[config.mk]
export PLATFORM = sky130hd
export DESIGN_NAME = i2s_master_tx
export DESIGN_NICKNAME = d
export VERILOG_FILES = /design/src/rtl/i2s_master_tx.sv
export SDC_FILE = /design/constraint.sdc
export NUM_CORES = 1
export LEC_CHECK = 0
export CORE_ASPECT_RATIO = 1.1
export CORE_UTILIZATION = 56
export CTS_CLUSTER_DIAMETER = 150
export DETAILED_ROUTE_END_ITERATION = 12
export HOLD_SLACK_MARGIN = 0.1
export PLACE_DENSITY = 0.87
export REMOVE_ABC_BUFFERS = 1
export SLEW_MARGIN = 20
export SYNTH_ARGS = -nofsm -noshare
export SYNTH_HDL_FRONTEND = slang
export SYNTH_SLANG_ARGS = --single-unit
[constraint.sdc]
create_clock -name sample_clk -period 4.1 [get_ports sample_clk]
set_input_delay 0.41 -clock sample_clk [delete_from_list [all_inputs] [get_ports sample_clk]]
set_output_delay 0.41 -clock sample_clk [all_outputs]
set_load 0.05 [all_outputs]
[src/rtl/i2s_master_tx.sv]
// i2s_master_tx: I2S master transmitter for the DAC path.
// Derives BCK/LRCLK from sample_clk with a free-running divider, serialises one
// left/right pair per 64-BCK frame (standard I2S, one BCK of data delay, left while
// LRCLK is low) and takes samples through a single-entry valid/ready buffer.
// Optional feature: define I2S_TX_UNDERRUN_REPEAT_EN to resend the last transmitted
// pair on underrun instead of a zero frame.
module i2s_master_tx #(
  parameter int unsigned WIDTH        = 24,
  parameter int unsigned BCK_DIV_LOG2 = 3
) (
  input  logic             sample_clk,
  input  logic             reset,
  input  logic             en,
  input  logic [1:0]       rate_sel,
  input  logic [WIDTH-1:0] sample_l,
  input  logic [WIDTH-1:0] sample_r,
  input  logic             sample_valid,
  output logic             sample_ready,
  output logic             bck_o,
  output logic             lrclk_o,
  output logic             sdata_o,
  output logic             underrun
);

  // Divider is one bit wider than the longest frame count so the wrap value
  // 2^(p+7) is representable and detected as the next frame start.
  localparam int unsigned DW = BCK_DIV_LOG2 + 8;
  localparam int unsigned PW = $clog2(DW + 1);

  // Sample left-justified in a 32-bit slot, zero-padded below its LSB.
  function automatic logic [31:0] pad_slot(input logic [WIDTH-1:0] x);
    return 32'(x) << (32 - WIDTH);
  endfunction

  logic [DW-1:0]    r_div;
  logic [DW-1:0]    w_div_d;
  logic [1:0]       r_rate;
  logic [PW-1:0]    w_p;
  logic [DW-1:0]    w_tick_mask;
  logic [DW-1:0]    w_frame_mask;
  logic             w_bck;
  logic             w_lrclk;
  logic             w_tick;
  logic             w_frame_start;

  logic             r_full;
  logic [WIDTH-1:0] r_buf_l;
  logic [WIDTH-1:0] r_buf_r;

  logic [63:0]      r_sr;
  logic [63:0]      w_sr_d;
  logic [63:0]      w_load;

  logic             r_bck;
  logic             r_lrclk;
  logic             r_sdata;
  logic             r_underrun;
  logic             w_bck_d;
  logic             w_lrclk_d;
  logic             w_sdata_d;
  logic             w_underrun_d;

`ifdef I2S_TX_UNDERRUN_REPEAT_EN
  logic [WIDTH-1:0] r_last_l;
  logic [WIDTH-1:0] r_last_r;
`endif

  // p selects the divider bit that is BCK for the active rate.
  assign w_p = PW'(BCK_DIV_LOG2) - PW'(r_rate);

  // Decode BCK, LRCLK, falling-edge tick and frame start from the divider.
  always_comb begin
    w_tick_mask   = (DW'(2) << w_p) - DW'(1);
    w_frame_mask  = (DW'(2) << (w_p + PW'(6))) - DW'(1);
    w_bck         = |(r_div & (DW'(1) << w_p));
    w_lrclk       = |(r_div & (DW'(1) << (w_p + PW'(6))));
    w_tick        = en && ((r_div & w_tick_mask) == '0);
    w_frame_start = en && ((r_div & w_frame_mask) == '0);
  end

  // Divider next state: held at 0 while disabled; restarted at frame start so a
  // rate change never leaves stale high bits that would misalign the next frame.
  always_comb begin
    w_div_d = r_div + DW'(1);
    if (!en) begin
      w_div_d = '0;
    end else if (w_frame_start) begin
      w_div_d = DW'(1);
    end
  end

  // Divider and latched rate registers.
  always_ff @(posedge sample_clk or posedge reset) begin
    if (reset) begin
      r_div  <= '0;
      r_rate <= 2'd1;
    end else begin
      r_div <= w_div_d;
      if (w_frame_start) begin
        r_rate <= rate_sel;
      end
    end
  end

  // Holding buffer: accept only when empty, so accept and consume never coincide.
  always_ff @(posedge sample_clk or posedge reset) begin
    if (reset) begin
      r_full  <= 1'b0;
      r_buf_l <= '0;
      r_buf_r <= '0;
    end else if (sample_valid && !r_full) begin
      r_full  <= 1'b1;
      r_buf_l <= sample_l;
      r_buf_r <= sample_r;
    end else if (w_frame_start && r_full) begin
      r_full <= 1'b0;
    end
  end

`ifdef I2S_TX_UNDERRUN_REPEAT_EN
  // Remember the last pair actually sent so an underrun can repeat it.
  always_ff @(posedge sample_clk or posedge reset) begin
    if (reset) begin
      r_last_l <= '0;
      r_last_r <= '0;
    end else if (w_frame_start && r_full) begin
      r_last_l <= r_buf_l;
      r_last_r <= r_buf_r;
    end
  end

  // Frame content at frame start: buffered pair, else repeat of the last pair.
  always_comb begin
    w_load = {pad_slot(r_last_l), pad_slot(r_last_r)};
    if (r_full) begin
      w_load = {pad_slot(r_buf_l), pad_slot(r_buf_r)};
    end
  end
`else
  // Frame content at frame start: buffered pair, else silence.
  always_comb begin
    w_load = '0;
    if (r_full) begin
      w_load = {pad_slot(r_buf_l), pad_slot(r_buf_r)};
    end
  end
`endif

  // Serialiser: on each BCK falling edge emit the MSB, then shift; at frame start
  // the old last bit goes out in slot 0 while the new frame is loaded.
  always_comb begin
    w_sr_d    = r_sr;
    w_sdata_d = r_sdata;
    if (!en) begin
      w_sr_d    = '0;
      w_sdata_d = 1'b0;
    end else if (w_tick) begin
      w_sdata_d = r_sr[63];
      w_sr_d    = w_frame_start ? w_load : {r_sr[62:0], 1'b0};
    end
  end

  // Clock and status outputs, forced low while disabled.
  always_comb begin
    w_bck_d      = en && w_bck;
    w_lrclk_d    = en && w_lrclk;
    w_underrun_d = w_frame_start && !r_full;
  end

  // Output and shift registers: every output is one clock behind its divider value.
  always_ff @(posedge sample_clk or posedge reset) begin
    if (reset) begin
      r_sr       <= '0;
      r_bck      <= 1'b0;
      r_lrclk    <= 1'b0;
      r_sdata    <= 1'b0;
      r_underrun <= 1'b0;
    end else begin
      r_sr       <= w_sr_d;
      r_bck      <= w_bck_d;
      r_lrclk    <= w_lrclk_d;
      r_sdata    <= w_sdata_d;
      r_underrun <= w_underrun_d;
    end
  end

  assign sample_ready = !r_full;
  assign bck_o        = r_bck;
  assign lrclk_o      = r_lrclk;
  assign sdata_o      = r_sdata;
  assign underrun     = r_underrun;

endmodule
==> flow_summary.json <==
{
  "synth.area.top_cells": "dfrtp_1, nand3_1, mux2_2",
  "p_sw_mw": 1.15,
  "power_mw": 3.96,
  "core_area_mm2": 0.00935,
  "cts_buffer_depth": 2,
  "cts-resized-gates": 0,
  "fin_crit_ns": 3.01,
  "clkPwrFrac": 0.375,
  "die-area_mm2": 0.0100,
  "cp_max_fo": 53,
  "insertion_delay_ns": 0.51,
  "wire_per_inst_um": 18.6,
  "grt_usage": 0.272,
  "post-dp-hpwl_um": 7070,
  "synth_top_area_share": 0.560,
  "holdWs_ns": 0.383,
  "gp_congestion": 0.895,
  "max_slew.worst_pin.slew_ns": 1.01,
  "skew_ns": 0.00672,
  "clk_pin_slew_ns": 0.06,
  "synth_edf_count": 0,
  "ys_warn_count": 0,
  "area_growth_pct": 22.4,
  "fp.dieW_um": 95.7,
  "fin_crit_sh": 0.734,
  "grt_pass1_vias": 4385,
  "final_cell_mix": "nand3_1, dfrtp_1, clkdlybuf4s50_1",
  "cts_htree_levels": 4,
  "nets": 599,
  "cts_root_buf": "clkbuf_8",
  "drive_above_1_share": 0.186,
  "cts_buffers": 17,
  "swShare": 0.291,
  "power_frac_comb": 0.190,
  "grt_max_degree": 113,
  "cap_violations": 0,
  "antenna_found_initial": 0,
  "internal_power_mw": 2.81,
  "slew_headroom": 0.325,
  "worst_ep_arrival_time_ns": 3.43,
  "netlist_instances": 502,
  "finalSetupViolCount": 0,
  "port_buffers": 58,
  "status": "completed",
  "yosys.area.top_type": "dfrtp_1",
  "fmax_ghz": 0.332,
  "cp-end-kind": "register",
  "cts-hold-fix-buffers": 0,
  "vias_per_cell": 6.35,
  "synth.avg_cell_area_um2": 10.8,
  "crit_type": "reg2reg",
  "synth-async-reset-ratio": 1.00,
  "drt_iter0_markers": 463,
  "regToRegStartpoint": "r_rate[1]$_DFFE_PP0P_",
  "mappedNetlistArea_mm2": 0.00540,
  "chipHeight_um": 105,
  "seq_area_frac_synth": 0.565,
  "grt-ovfl-total": 0,
  "synth.distinct_cells": 35,
  "vias": 4269,
  "wl_um": 12500,
  "ys.flop_type": "dfrtp_1",
  "leakagePower_nw": 2.88,
  "drc": 0,
  "max_stage_delay_ns": 0.82,
  "cts_setup_buffers": 0,
  "power.share.sequential": 0.435,
  "critPathLaunch": "r_rate[1]$_DFFE_PP0P_",
  "slew_violations": 0,
  "io_pins": 59,
  "first_pass_iters": 5,
  "cts_sinks": 122,
  "ir_worst_vdd_mv": 0.389,
  "required_ns": 4.52,
  "cpMaxStageDelayCell": "or3_2",
  "ys_ff_latch": 122,
  "grt_pass1_wl_um": 20800,
  "mostFrequentLayoutCell": "nand3_1",
  "cts_tree": "built",
  "p_per_area_mw_per_mm2": 598,
  "holdCritPathClass": "in2async",
  "rsz0062_at_grt": "no",
  "hold_viol_final": 0,
  "antennaDiodeCount": 0,
  "rows": 37,
  "route.antenna.remaining_nets": 0,
  "initial_core_util": 0.578,
  "start_kind": "register",
  "crit_path_cell_trace": "nor2_1, inv_1, ha_1, o221ai_1, or3_2, nand2_1, o22ai_1"
}
## flip-flops by register name (all words and copies together) (netlist names)
name,count
r_buf_r,24
bck_o,1
r_rate,2
r_buf_l,24
r_full,1
sdata_o,1
underrun,1
r_div,11
lrclk_o,1
r_sr,56
## logic make-up (layout without fill, tap and decap cells)
group	count (synthesis)	in the layout	share of synthesized area
mux	52	52	0.113
xor+xnor	9	9	0.0146
simple gates	240	240	0.231
compound gates	19	19	0.0245
fa+ha+maj	3	3	0.00695
buf+inv	57	110	0.0452
flops	122	122	0.565
## through the flow
stage / TNS, ns / util / instances / cell area, µm² / worst slack [ns]
4_1_cts: 0 / 0.708 / 672 / 6620 / 1.13
5_1_grt: 0 / 0.708 / 672 / 6620 / 0.863
3_3_place_gp: 0 / 0.644 / 640 / 6030 / 1.40
6_report: 0 / 0.708 / 672 / 6620 / 1.09
3_5_place_dp: 0 / 0.644 / 640 / 6030 / 1.28
2_1_floorplan: -47.17 / - / 455 / 5200 / -0.853
## per-layer routing
metal | GRT usage | routed length, µm | part of all wire | vias to the layer above
li1 | - | - | - | 1911
met1 | 0.340 | 4870 | 0.39 | 2112
met2 | 0.445 | 6580 | 0.53 | 203
met3 | 0.0553 | 653 | 0.052 | 43
met4 | 0.134 | 412 | 0.033 | 0
met5 | 0 | 0 | 0 | -
## path summary, 6_finish.rpt
path                                           endpoint  slack, ns  cells after the start
max in group asynchronous         r_rate[0]$_DFFE_PP1P_       2.80                      3
worst min-delay path                 r_div[2]$_DFF_PP0_       0.38                      2
worst min register to register  r_buf_r[10]$_DFFE_PP0P_       0.52                      1
worst max register to register     r_sr[32]$_DFFE_PP0P_       1.09                      7
worst max-delay path               r_sr[32]$_DFFE_PP0P_       1.09                      7
min in group sample_clk              underrun$_DFF_PP0_       0.48                      4
## cell usage after synthesis, types with 2 or more instances
cell type and n:
a21boi_0 2, and2_1 2, and3_1 3, buf_1 5, buf_2 15, clkbuf_1 25
dfrtp_1 121, ha_1 3, inv_1 10, mux2_2 50, mux4_2 2, nand2_1 18
nand3_1 147, nand4_1 47, nor2_1 12, nor2b_1 2, nor3_1 2, nor4_1 3
o221ai_1 2, o22ai_1 8, or3_1 2, xnor2_1 7, xor2_1 2
## power by group through the flow
stage	sequential, mW	combinational [mW]	clock [mW]
after floorplan	1.66	0.523	0
after global placement	1.71	0.703	0
final	1.72	0.752	1.48
after global routing	1.75	0.819	1.55
after detailed placement	1.73	0.742	0
after CTS	1.72	0.755	1.49
## critical path: cells and delay by family, from the launching register on
family                     cells  cell delay [ns]
and+or+nand+nor                3             1.44
adders and majority gates      1             0.30
buffers and inverters          1             0.08
AOI/OAI and AO/OA              2             0.62
DFF                            1             0.47
## cell type report
class | instances | area [µm²]
Sequential cell | 122 | 3050
Fill cell | 634 | 2740
Multi-Input combinational cell | 323 | 2130
Timing Repair Buffer | 68 | 653
Clock buffer | 18 | 418
Clock inverter | 14 | 173
Tap cell | 117 | 146
Inverter | 10 | 40.0
No activity file was read; power rests on OpenSTA's default activity.
